### src/rtl/frogger_pkg.sv
// Shared types and default sizing for the Frogger game controller slice.
package frogger_pkg;

  typedef enum logic [2:0] {
    IDLE  = 3'd0,
    PLAY  = 3'd1,
    DYING = 3'd2,
    OVER  = 3'd3,
    WIN   = 3'd4
  } game_state_t;

  localparam int NROWS_DEF     = 16;
  localparam int LIVES_DEF     = 3;
  localparam int WIN_SCORE_DEF = 5;
  localparam int DIE_TICKS_DEF = 4;
  localparam int OVL_TOP_DEF   = 6;
  localparam int OVL_ROWS_DEF  = 4;
  localparam int ROW_W         = $clog2(NROWS_DEF);

endpackage

### src/rtl/frogger_row_scan.sv
// Free-running display row counter with the overlay-window source select.
module frogger_row_scan #(
  parameter int NROWS    = 16,
  parameter int OVL_TOP  = 6,
  parameter int OVL_ROWS = 4
) (
  input  logic                     clk,
  input  logic                     reset,
  input  logic                     ovl_active_i,
  output logic [$clog2(NROWS)-1:0] row_sel_o,
  output logic                     src_sel_o
);

  localparam int RW = $clog2(NROWS);
  localparam logic [RW-1:0] ROW_LAST = RW'(NROWS - 1);
  localparam logic [RW:0]   WIN_LO   = (RW + 1)'(OVL_TOP);
  localparam logic [RW:0]   WIN_HI   = (RW + 1)'(OVL_TOP + OVL_ROWS - 1);

  logic [RW-1:0] row_q, row_d;
  logic          src_q, src_d;

  // Next row and its window decision are computed together so both registers describe the same row.
  always_comb begin
    row_d = row_q;
    src_d = 1'b0;
    if (row_q == ROW_LAST) begin
      row_d = '0;
    end else begin
      row_d = row_q + RW'(1);
    end
    if (ovl_active_i && ({1'b0, row_d} >= WIN_LO) && ({1'b0, row_d} <= WIN_HI)) begin
      src_d = 1'b1;
    end else begin
      src_d = 1'b0;
    end
  end

  // Scan registers.
  always_ff @(posedge clk or posedge reset) begin
    if (reset) begin
      row_q <= '0;
      src_q <= 1'b0;
    end else begin
      row_q <= row_d;
      src_q <= src_d;
    end
  end

  assign row_sel_o = row_q;
  assign src_sel_o = src_q;

endmodule

### src/rtl/frogger_game_ctrl.sv
// Frogger game sequencer: game-flow FSM, lives/score bookkeeping, strobes and display scan.
module frogger_game_ctrl
  import frogger_pkg::*;
#(
  parameter int NROWS     = NROWS_DEF,
  parameter int LIVES     = LIVES_DEF,
  parameter int WIN_SCORE = WIN_SCORE_DEF,
  parameter int DIE_TICKS = DIE_TICKS_DEF,
  parameter int OVL_TOP   = OVL_TOP_DEF,
  parameter int OVL_ROWS  = OVL_ROWS_DEF
) (
  input  logic                     clk,
  input  logic                     reset,
  input  logic                     start,
  input  logic                     tick,
  input  logic                     collision,
  input  logic                     goal,
  output logic                     play_en,
  output logic                     lane_reset,
  output logic                     frog_reset,
  output logic                     gg_hit,
  output logic                     win_hit,
  output logic                     ovl_clear,
  output logic                     blank,
  output logic [1:0]               lives,
  output logic [3:0]               score,
  output logic [$clog2(NROWS)-1:0] row_sel,
  output logic                     src_sel
);

  localparam logic [1:0] LIVES_INIT = 2'(LIVES);
  localparam logic [3:0] SCORE_WIN  = 4'(WIN_SCORE);
  localparam logic [3:0] TIMER_INIT = 4'(DIE_TICKS);

  game_state_t state_q, state_d;
  logic [1:0]  lives_q, lives_d;
  logic [3:0]  score_q, score_d;
  logic [3:0]  timer_q, timer_d;
  logic        start_q;
  logic        start_edge;
  logic        frog_d, gg_d, win_d, ovl_d;
  logic        play_en_q, lane_reset_q, blank_q;
  logic        frog_q, gg_q, win_q, ovl_q;
  logic        ovl_active;

  assign start_edge = start & ~start_q;

  // Game-flow next state, counters and strobe requests.
  always_comb begin
    state_d = state_q;
    lives_d = lives_q;
    score_d = score_q;
    timer_d = timer_q;
    frog_d  = 1'b0;
    gg_d    = 1'b0;
    win_d   = 1'b0;
    ovl_d   = 1'b0;
    case (state_q)
      IDLE: begin
        if (start_edge) begin
          state_d = PLAY;
          lives_d = LIVES_INIT;
          score_d = 4'd0;
          frog_d  = 1'b1;
          ovl_d   = 1'b1;
        end else begin
          state_d = IDLE;
        end
      end
      PLAY: begin
        // A car hit in the same cycle as a crossing costs the life; the crossing is lost.
        if (collision) begin
          if (lives_q > 2'd1) begin
            lives_d = lives_q - 2'd1;
            timer_d = TIMER_INIT;
            state_d = DYING;
          end else begin
            lives_d = 2'd0;
            gg_d    = 1'b1;
            state_d = OVER;
          end
        end else if (goal) begin
          if ((score_q + 4'd1) == SCORE_WIN) begin
            score_d = score_q + 4'd1;
            win_d   = 1'b1;
            state_d = WIN;
          end else if (score_q < SCORE_WIN) begin
            score_d = score_q + 4'd1;
            frog_d  = 1'b1;
          end else begin
            score_d = score_q;
          end
        end else begin
          state_d = PLAY;
        end
      end
      DYING: begin
        if (tick) begin
          if (timer_q <= 4'd1) begin
            timer_d = 4'd0;
            frog_d  = 1'b1;
            state_d = PLAY;
          end else begin
            timer_d = timer_q - 4'd1;
          end
        end else begin
          timer_d = timer_q;
        end
      end
      OVER, WIN: begin
        if (start_edge) begin
          ovl_d   = 1'b1;
          state_d = IDLE;
        end else begin
          state_d = state_q;
        end
      end
      default: begin
        state_d = IDLE;
      end
    endcase
  end

  assign ovl_active = (state_d == OVER) || (state_d == WIN);

  // State, counters and all outputs are registered off the next-state decode.
  always_ff @(posedge clk or posedge reset) begin
    if (reset) begin
      state_q      <= IDLE;
      lives_q      <= LIVES_INIT;
      score_q      <= 4'd0;
      timer_q      <= 4'd0;
      start_q      <= 1'b0;
      play_en_q    <= 1'b0;
      lane_reset_q <= 1'b1;
      blank_q      <= 1'b0;
      frog_q       <= 1'b0;
      gg_q         <= 1'b0;
      win_q        <= 1'b0;
      ovl_q        <= 1'b0;
    end else begin
      state_q      <= state_d;
      lives_q      <= lives_d;
      score_q      <= score_d;
      timer_q      <= timer_d;
      start_q      <= start;
      play_en_q    <= (state_d == PLAY);
      lane_reset_q <= (state_d == IDLE);
      blank_q      <= (state_d == DYING) && timer_d[0];
      frog_q       <= frog_d;
      gg_q         <= gg_d;
      win_q        <= win_d;
      ovl_q        <= ovl_d;
    end
  end

  frogger_row_scan #(
    .NROWS    (NROWS),
    .OVL_TOP  (OVL_TOP),
    .OVL_ROWS (OVL_ROWS)
  ) u_row_scan (
    .clk          (clk),
    .reset        (reset),
    .ovl_active_i (ovl_active),
    .row_sel_o    (row_sel),
    .src_sel_o    (src_sel)
  );

  assign play_en    = play_en_q;
  assign lane_reset = lane_reset_q;
  assign blank      = blank_q;
  assign frog_reset = frog_q;
  assign gg_hit     = gg_q;
  assign win_hit    = win_q;
  assign ovl_clear  = ovl_q;
  assign lives      = lives_q;
  assign score      = score_q;

endmodule
### config.mk
export PLATFORM = sky130hd
export DESIGN_NAME = frogger_game_ctrl
export DESIGN_NICKNAME = d
export VERILOG_FILES = /design/src/rtl/frogger_pkg.sv /design/src/rtl/frogger_row_scan.sv /design/src/rtl/frogger_game_ctrl.sv
export SDC_FILE = /design/constraint.sdc
export NUM_CORES = 1
export LEC_CHECK = 0
export BUFFER_PORTS_ARGS = -buffer_cell sky130_fd_sc_hd__clkbuf_2
export CORE_AREA = 2 2 73 75
export CTS_CLUSTER_SIZE = 16
export DETAILED_ROUTE_END_ITERATION = 16
export DIE_AREA = 0 0 75 77
export HOLD_SLACK_MARGIN = 0.05
export SLEW_MARGIN = 40
export SYNTH_ARGS = -nofsm -noshare
export SYNTH_HDL_FRONTEND = slang
export SYNTH_SLANG_ARGS = --single-unit
### constraint.sdc
create_clock -name clk -period 3 [get_ports clk]
set_input_delay 0.15 -clock clk [delete_from_list [all_inputs] [get_ports clk]]
set_output_delay 0.15 -clock clk [all_outputs]
set_load 0.01 [all_outputs]
# After elaboration in Yosys (flattened, before gate mapping)
# Cells that the tools add are included.
# W data, S select, Z words.
[op_classes]
n_bitwise = 2
add_sub_neg = 4
mul = 0
n_eq_ne = 17
shift = 0
div = 0
n_lt_le_gt_ge = 5
reduce_logical = 13
muxes = 42
[op_table]
columns = ["op", "count"]
rows = [
  ["$mux W4", 10],
  ["$mux W1", 18],
  ["$mux W3", 6],
  ["$pmux W4 S2", 2],
  ["$eq A3 B2 Y1 const B", 4],
  ["$ne A2 B2 Y1 const B", 6],
  ["$pmux W3 S4", 1],
  ["$add A4 B1 Y4 const B", 2],
  ["$eq A3 B1 Y1 const B", 2],
  ["$eq A3 B3 Y1 const B", 2],
  ["$logic_not A3 Y1", 2],
  ["$mux W2", 3],
  ["$reduce_and A5 Y1", 1],
  ["$eq A4 B3 Y1 const B", 1],
  ["$eq A4 B4 Y1 const B", 1],
  ["$ge A4 B3 Y1 const B", 1],
  ["$le A4 B1 Y1 const B", 1],
  ["$le A4 B4 Y1 const B", 1],
  ["$lt A4 B3 Y1 const B", 1],
  ["$pmux W2 S2", 1],
  ["$reduce_and A4 Y1", 1],
  ["$reduce_bool A2 Y1", 2],
  ["$sub A4 B1 Y4 const B", 1],
  ["$logic_and A1 B1 Y1", 3],
  ["other kinds (10)", 10],
]
[totals]
regBits = 26
output_inout_bits = 18
mem_count = 0
elab_cells = 98
romBits = 0
ram_bits = 0
latchBits = 0

# Depth between registers and ports, before layout
# Gate-level depths: netlist of the first run.
[depth]
depth_word = 11
ltp_mapped = 7

# Cells and area by module
# A second synthesis of the first run with hierarchy kept.
[hier_totals]
hier_cells = 147
area_unflattened_um2 = 1447.6
[by_module_without_submodules]
columns = ["mod", "n_inst", "area_each_um2", "seq_area_each_um2", "cells_each"]
rows = [
  ["frogger_game_ctrl", 1, 1164.9, 529.3, 121],
  ["frogger_row_scan", 1, 282.8, 125.1, 26],
]

# Worst setup path after synthesis of the first run
# No wires, ideal clock.
[synth_timing]
path_type = "register -> register"
startpoint = "reg timer_q[0]"
endpoint = "reg u_row_scan.src_q (netlist: u_row_scan.src_sel_o)"
n_path_buf = 0
slack_ns = 1.157
arrival_time_ns = 1.721
path_stages_with_launch = 8
setup_ns = 0.123
t_required_ns = 2.877
path_cell_list = "dfrtp_1 -> inv_1 -> ha_1 -> or2_2 -> a31o_2 -> o2bb2ai_1 -> and2_1 -> o221a_2"
[synth_between]
elab_chain_cells = 9
[synth_lines]
columns = ["item", "line", "text"]
rows = [
  ["start: declaration", "frogger_game_ctrl.sv:38", "logic [3:0] timer_q, timer_d;"],
  ["start signal: assignment", "frogger_game_ctrl.sv:145", "timer_q <= timer_d;"],
  ["$le A4 B1 Y1 *", "frogger_game_ctrl.sv:99", "if (timer_q <= 4'd1) begin"],
  ["$mux W3 *", "frogger_game_ctrl.sv:99", ""],
  ["$mux W3 *", "frogger_game_ctrl.sv:98", "if (tick) begin"],
  ["$pmux W3 S4 *", "frogger_game_ctrl.sv:58", "case (state_q)"],
  ["named net state_d[0]", "frogger_game_ctrl.sv:35", "game_state_t state_q, state_d;"],
  ["$eq A3 B2 Y1 or $eq A3 B3 Y1 (tied branches)", "frogger_game_ctrl.sv:124", "assign ovl_active = (state_d == OVER) || (state_d == WIN);"],
  ["$logic_or A1 B1 Y1 *", "frogger_game_ctrl.sv:124", ""],
  ["$logic_and A1 B1 Y1 * (2 in series)", "frogger_row_scan.sv:31", "if (ovl_active_i && ({1'b0, row_d} >= WIN_LO) && ({1'b0, row_d} <= WIN_HI)) begin"],
  ["$mux W1 *", "frogger_row_scan.sv:31", ""],
  ["named net u_row_scan.src_d", "frogger_row_scan.sv:20", "logic src_q, src_d;"],
  ["end signal: assignment", "frogger_row_scan.sv:45", "src_q <= src_d;"],
  ["end: declaration", "frogger_row_scan.sv:20", ""],
]
# Mark *: on every way through the listed nets, which the timed path passes. The rest lies on a longest branch.
# A chain may end at the register's enable or synchronous reset.

# Worst setup path in the final report of the first run
# Same ends and word-level chain as after synthesis.

==> metrics.md, run 1 <==
| Metric | Value |
|---|---|
| Status | finished clean |
| Final Power | roughly 1.4 mW |
| CTS tree | done |
| VDD IR max | around 0.00023 V |
| CTS resizes | 0 |
| Setup bufs post-CTS | 0 |
| Slowest CP cell | dfrtp_1 |
| Clock-pin slew on the worst setup and hold paths | 0.09 ns |
| Post-synthesis sequential area ratio | between 40 and 50% |
| Final Cycle Share | 66.0% |
| Max stage delay on crit path | 0.44 ns |
| Count of cell types in the netlist | between 40 and 50 |
| PortBufs | 23 |
| Iter 0 DRT Violations | 23 |
| R2r endpoint | u_row_scan.src_sel_o$_DFF_PP0_ |
| Crit path depth | 7 |
| Post-route ant nets | 0 |
| Setup tns final | 0 ns |
| Crit path capture | u_row_scan.src_sel_o$_DFF_PP0_ |
| IO Count | 24 |
| Setup violations, final | 0 |
| Syn Inst Count | between 100 and 150 |
| Drt first pass iters | 4 |
| Arrival @ worst endpoint | 2.14 ns |
| Hold WC Path Type | in2reg |
| Internal reg-to-reg setup slack | 1.02 ns |
| Worst hold slack | about 0.16 ns |
| Tot GR Track Use | about 11% |
| CP endpoint kind | flop |
| Async set-or-reset flop fraction in the synthesized netlist | 100% |
| Drt wl/cell | ~12 microns |
| Cell Pwr Density | 803 nW/um^2 |
| Delay-heaviest family, CP | compound AO/OA/AOI/OAI gates |
| Commonest non-fill, non-tap cells in the layout | dfrtp_1, clkbuf_2, nor2_1, nand2_1, inv_1 |
| Routed Wire Length | 2.87 mm |
| Post-Syn Area | approximately 1500 sq um |
| Clock latency at the later pin of the worst-skew pair | about 0.27 ns |
| Die area | between 5000 and 6000 sq um |
| Fmax | 0.505 GHz |
| Final critical-path required period | approximately 2.0 ns |
| Seq cells post-synth | 26 |
| First-pass GRT wire length | between 4 and 5 mm |
| Crit path launch | timer_q[0]$_DFF_PP0_ |
| Ant diodes | 0 |
| Post-detail-place hpwl | roughly 2.2 mm |
| Warnings, synthesis | 0 |
| Initial core utilization | 29.3% |
| Number of global-route vias before repair | roughly 1000 |
| Leakage | between 0.7 and 0.8 nW |
| WP data required | about 3.2 ns |
| Worst Path Buf+Inv | 1 |
| Die Span Y | 77 microns |
| Share of layout cells above drive strength 1 | between 20% and 30% |
| Final hold violations | 0 |
| Via count | between 1000 and 1500 |
| CTS sink cnt | 26 |
| H-tree depth | 1 |
| Longest Clk Path Bufs | 2 |
| # hold bufs at CTS | 2 |
| Synth-to-Final Area Change | 18.0% |
| Root Driver | clkbuf_8 |
| Worst clock skew | around 0.0037 ns |
| R2r worst-path depth | 7 |
| CP max FO | 6 |
| CTS Buf Count | 3 |
| GRT Residual Overflow | 0 |
| R2R Path Start | timer_q[0]$_DFF_PP0_ |
| Worst path cell trace | inv_1, ha_1, or2_2, a31o_2, o2bb2ai_1, and2_1, o221a_2 |
| Row cnt | 26 |
| Max-slew violation count | 0 |
| Most used flip-flop cell after synthesis | dfrtp_1 |
| CP Launch Type | flop |
| Max-Cap Viols | 0 |
| RSZ-0062 raised after global routing | false |
| Antenna violations before repair | 0 |
| Number of flops mapped to enable cells by yosys | 0 |
| Largest net degree at the start of global routing | 27 |
| Critical path class | reg2reg |
| Gpl congestion | 0.722 |
| Core ar. | between 4000 and 5000 sq um |
| Slew headroom | 62.2% |
| Nets | roughly 190 |
| Syn Nets | 160 |
| Vias per inst | about 4.6 |
| Drt drc | 0 |
| Syn_area_per_cell | between 9 and 10 sq um |
| Width of the die | roughly 75 microns |
| Tightest Pin Transition | around 0.57 ns |
==> area by class of cell <==
class                           instances  area, sq um
Clock buffer                            3         41.3
Clock inverter                          1         30.0
Fill cell                             520         3260
Inverter                               10         37.5
Multi-Input combinational cell        106          734
Sequential cell                        26          654
Tap cell                               70         87.6
Timing Repair Buffer                   25          135
==> logic make-up (layout without fill, tap and decap cells) <==
family / count (synthesis) / after routing / share of synthesized area, %
xor+xnor: 2 / 2 / 1.20
buf+inv: 15 / 39 / 4.72
fa+ha+maj: 7 / 7 / 6.01
flops: 26 / 26 / 44.9
simple gates: 62 / 62 / 24.5
mux: 1 / 1 / 0.772
compound gates: 34 / 34 / 17.9
==> power by group <==
group,total (mW),switching (mW),internal (mW),leakage [nW]
clock,0.288,0.110,0.179,0.0357
sequential,0.568,0.111,0.457,0.332
combinational,0.524,0.287,0.237,0.415
==> worst min-delay path by stage <==
stage                          endpoint  slack, ns  start  cells past startpoint
floorplan             start_q$_DFF_PP0_       0.18  start                      0
global placement      start_q$_DFF_PP0_       0.30  start                      1
detailed placement  ovl_clear$_DFF_PP0_       0.23  reset                      2
CTS                     blank$_DFF_PP0_       0.16   tick                      3
global route            blank$_DFF_PP0_       0.18   tick                      3
finish                  blank$_DFF_PP0_       0.16   tick                      3
==> worst min-delay path, delay by kind of cell <==
family	cells	cell delay (ns)
compound gates	1	0.06
buf+inv	1	0.11
simple gates	1	0.08
==> cells in the mapped netlist, types with 3 or more instances <==
cell | count | share of area, %
nand4b_1 | 3 | 1.8
nand2_1 | 11 | 2.8
buf_2 | 3 | 1.0
nand3b_1 | 5 | 2.6
ha_1 | 7 | 6.0
inv_1 | 10 | 2.6
nor2_1 | 14 | 3.6
dfrtp_1 | 23 | 39
o21ai_0 | 8 | 2.7
a21oi_1 | 5 | 1.7
nor3b_1 | 5 | 2.6
nand2b_1 | 5 | 2.1
nor4_1 | 3 | 1.3
dfstp_2 | 3 | 5.4
==> per-stage QoR <==
step | util [%] | instances | worst slack, ns | cell area, sq um
2_1_floorplan | - | 147 | 1.16 | 1460
3_3_place_gp | 32.7 | 235 | 1.03 | 1630
3_5_place_dp | 32.7 | 235 | 1.03 | 1630
4_1_cts | 34.6 | 241 | 1.01 | 1720
5_1_grt | 34.6 | 241 | 0.865 | 1720
6_report | 34.6 | 241 | 1.02 | 1720
==> state kept, by name (all words and copies together), names as in the netlist <==
signal,flops
ovl_clear,1
start_q,1
u_row_scan.row_sel_o,4
gg_hit,1
play_en,1
score,4
state_q,3
blank,1
win_hit,1
u_row_scan.src_sel_o,1
frog_reset,1
lane_reset,1
lives,2
timer_q,4
==> layer usage <==
metal / vias to the layer above / global-route usage (%) / wire length (microns)
li1: 577 / - / -
met1: 523 / 15.0 / 1430
met2: 15 / 16.4 / 1340
met3: 4 / 1.97 / 56
met4: 0 / 4.29 / 41
met5: - / 0 / 0
Power figures use the tool's default switching activity.
==> inputs of run 2 (changes only) <==
- ABC_AREA: unset -> 1
- CORE_AREA: 2 2 73 75 -> 2 2 71 73
- DIE_AREA: 0 0 75 77 -> 0 0 73 75
- clock period: 3 -> 2 ns (I/O delays scaled with it)
==> metrics.md, run 2 <==
| Metric | Value |
|---|---|
| Worst clock skew | 0.00267 ns (-0.000979 ns) |
| CTS Buf Count | 3 (unchanged) |
| CTS sink cnt | 26 (unchanged) |
| CTS tree | done |
| Post-Syn Area | 1370 sq um (-6.2%) |
| Cells after DPL | 247 (+5.1%) |
| Syn Nets | 182 (+14%) |
| Root Driver | clkbuf_8 |
| Setup violations, final | 0 (unchanged) |
| Commonest non-fill, non-tap cells in the layout | nand2_1, inv_1, dfrtp_1, clkbuf_2, nor2_1 |
| Critical path class | reg2reg |
| CTS resizes | 0 (unchanged) |
| Count of cell types in the netlist | 24 (-48%) |
| PortBufs | 23 (unchanged) |
| CP max FO | 6 (unchanged) |
| Post-synth top cells | nand2_1, inv_1, dfrtp_1 |
| Drt drc | 0 (unchanged) |
| First-pass GRT wire length | 4.64 mm (-5.2%) |
| Fmax | 0.623 GHz (+23%) |
| Worst hold slack | 0.133 ns (-0.0314 ns) |
| Internal reg-to-reg setup slack | 0.40 ns (-0.63 ns) |
| Ant diodes | 0 (unchanged) |
| Hold Path Origin | tick |
| Commonest non-fill, non-tap cell in the layout | nand2_1 |
| Post-synth top area cell | dfrtp_1 |
| Hold Path Depth | 3 (unchanged) |
| Placed Area | 1560 sq um (-4.4%) |
| Number of global-route vias before repair | 1014 (-2.2%) |
| Syn Inst Count | 169 (+15%) |
| Most used flip-flop cell after synthesis | dfrtp_1 |
| # fillers | 492 (-5.4%) |
| Core ar. | 4660 sq um (-6.4%) |
| Antenna violations before repair | 0 (unchanged) |
| Die Span Y | 75 microns (-2.6%) |
| Pre-CTS setup slack | 0.411 ns (-0.616 ns) |
| Setup tns final | 0 ns (unchanged) |
| Cell Pwr Density | 1170 nW/um^2 (+46%) |
| Max-Cap Viols | 0 (unchanged) |
| Most frequent cell after synthesis | nand2_1 |
| RSZ-0062 raised after global routing | false |
| Row cnt | 25 (-3.8%) |
| Tot GR Track Use | 11.2% (+0.37 points) |
| Clock-pin slew on the worst setup and hold paths | 0.09 ns (about the same) |
| Post-synthesis sequential area ratio | 47.8% (+3.0 points) |
| Drt wl/cell | 10.8 microns (-9.8%) |
| Seq cells post-synth | 26 (unchanged) |
| R2r worst-path depth | 10 (+3) |
| Leakage | 0.882 nW (+13%) |
| R2R Path Start | timer_q[0]$_DFF_PP0_ |
| Drt first pass iters | 4 (unchanged) |
| Iter 0 DRT Violations | 56 (+140%) |
| Post-route ant nets | 0 (unchanged) |
| WP data required | 2.17 ns (-0.99 ns) |
| H-tree depth | 1 (unchanged) |
| GRT Residual Overflow | 0 (unchanged) |
| Longest Clk Path Bufs | 2 (unchanged) |
| Setup bufs post-CTS | 0 (unchanged) |
| R2r endpoint | u_row_scan.src_sel_o$_DFF_PP0_ |
| Largest cells by area after synthesis | dfrtp_1, nand2_1, inv_1 |
| Synth-to-Final Area Change | 20.6% |
| Nets | 213 (+15%) |
| Final critical-path required period | 1.60 ns (-0.374 ns) |
| Hold Path End | timer_q[3]$_DFFE_PP0P_ |
| CP Launch Type | flop |
| Die area | 5480 sq um (-5.2%) |
| Via count | 1112 (-0.63%) |
| IO Count | 24 (unchanged) |
| Number of flops mapped to enable cells by yosys | 0 (unchanged) |
| Final hold violations | 0 (unchanged) |
| Status | finished clean |
| Share of layout cells above drive strength 1 | 20.6% (-2.2 points) |
| Async set-or-reset flop fraction in the synthesized netlist | 100% (unchanged) |
| Arrival @ worst endpoint | 1.78 ns (-0.36 ns) |
| Clock latency at the later pin of the worst-skew pair | 0.27 ns (about the same) |
| Width of the die | 73 microns (-2.7%) |
| # hold bufs at CTS | 2 (unchanged) |
| Fin worst setup slack | 0.395 ns (-0.626 ns) |
| Largest net degree at the start of global routing | 27 (unchanged) |
| Warnings, synthesis | 0 (unchanged) |
| Finished Cell Area | 1650 sq um (-4.1%) |
| Gpl congestion | 0.899 (+25%) |
| Final Cycle Share | 80.2% (+14 points) |
| Yosys top cell area share | 42.1% (+2.6 points) |
| Max-slew violation count | 0 (unchanged) |
| Layout Cells excl Fill | 253 (+5.0%) |
| Post-detail-place hpwl | 2.07 mm (-3.8%) |
| Slew headroom | 77.8% (+16 points) |
| Hold WC Path Type | in2reg |
| Vias per inst | 4.40 (-5.3%) |
| Syn_area_per_cell | 8.09 sq um (-18%) |
| CP endpoint kind | flop |
| Routed Wire Length | 2.72 mm (-5.3%) |
| Tightest Pin Transition | 0.333 ns (-0.233 ns) |
| VDD IR max | 0.000488 V (+110%) |
| Initial core utilization | 29.3% (+0.056 points) |
[run 2: changes by cell type after synthesis, moves of 4 or more]
| cell | change |
|---|---|
| inv_1 | +22 |
| nand2_1 | +22 |
| nand2b_1 | -5 |
| nand3_1 | +10 |
| nand3_2 | +4 |
| nand3b_1 | -4 |
| nor2_1 | +4 |
| nor3b_1 | -5 |
| o21ai_1 | +5 |
[run 2: worst max path at each step]
stage                         start                              to  slack (ns)  cells after the start
2_1_floorplan  score[0]$_DFFE_PP0P_  u_row_scan.src_sel_o$_DFF_PP0_        0.56                     11
3_3_place_gp   score[0]$_DFFE_PP0P_            score[2]$_DFFE_PP0P_        0.46                      9
3_5_place_dp   timer_q[0]$_DFF_PP0_  u_row_scan.src_sel_o$_DFF_PP0_        0.41                     10
4_1_cts        timer_q[0]$_DFF_PP0_  u_row_scan.src_sel_o$_DFF_PP0_        0.40                     10
5_1_grt        timer_q[0]$_DFF_PP0_  u_row_scan.src_sel_o$_DFF_PP0_        0.21                     10
6_report       timer_q[0]$_DFF_PP0_  u_row_scan.src_sel_o$_DFF_PP0_        0.40                     10
[run 2: final cells by class]
type / instances / area, sq um / share of cell area (%)
Sequential cell: 26 / 654 / 39.7
Tap cell: 54 / 67.6 / 4.10
Timing Repair Buffer: 26 / 143 / 8.65
Clock buffer: 3 / 41.3 / 2.50
Multi-Input combinational cell: 109 / 586 / 35.5
Inverter: 34 / 128 / 7.74
Clock inverter: 1 / 30.0 / 1.82
[run 2: where the power goes]
group	switching, mW	internal, mW
Sequential	0.0947	0.673
Clock	0.167	0.268
Combinational	0.468	0.257
[run 2: cell families (layout without fill, tap and decap cells)]
group	after synthesis	count (layout)	synth area share, %
XOR/XNOR	1	1	0.641
adder cells (fa/ha/maj)	7	7	6.40
buffers and inverters	34	64	9.33
AO/OA/AOI/OAI	27	27	10.9
AND/OR/NAND/NOR	74	74	24.9
flip-flops	26	26	47.9
[run 2: metrics by stage]
stage          total power [mW]  utilization (%)
3_5_place_dp               1.50             33.4
6_report                   1.93             35.4
5_1_grt                    2.11             35.4
2_1_floorplan              1.29                -
4_1_cts                    1.95             35.4
3_3_place_gp               1.50             33.4
[run 2: layer usage]
layer	track usage (%)	share of wire, %	up-vias
met5	0	0	-
met3	3.21	4.2	2
met4	3.70	0.81	0
met1	15.7	52	491
met2	16.6	43	23
li1	-	-	596
[run 2: worst max-delay path: stages (launching register included)]
cell and delay (ns):
dfrtp_1 0.38, inv_1 0.11, ha_1 0.25, o21ai_2 0.21
nor2_1 0.06, nand2_1 0.07, nand2_1 0.05, nor2_1 0.12
nand2_1 0.11, nor2_1 0.09, nor2_1 0.05
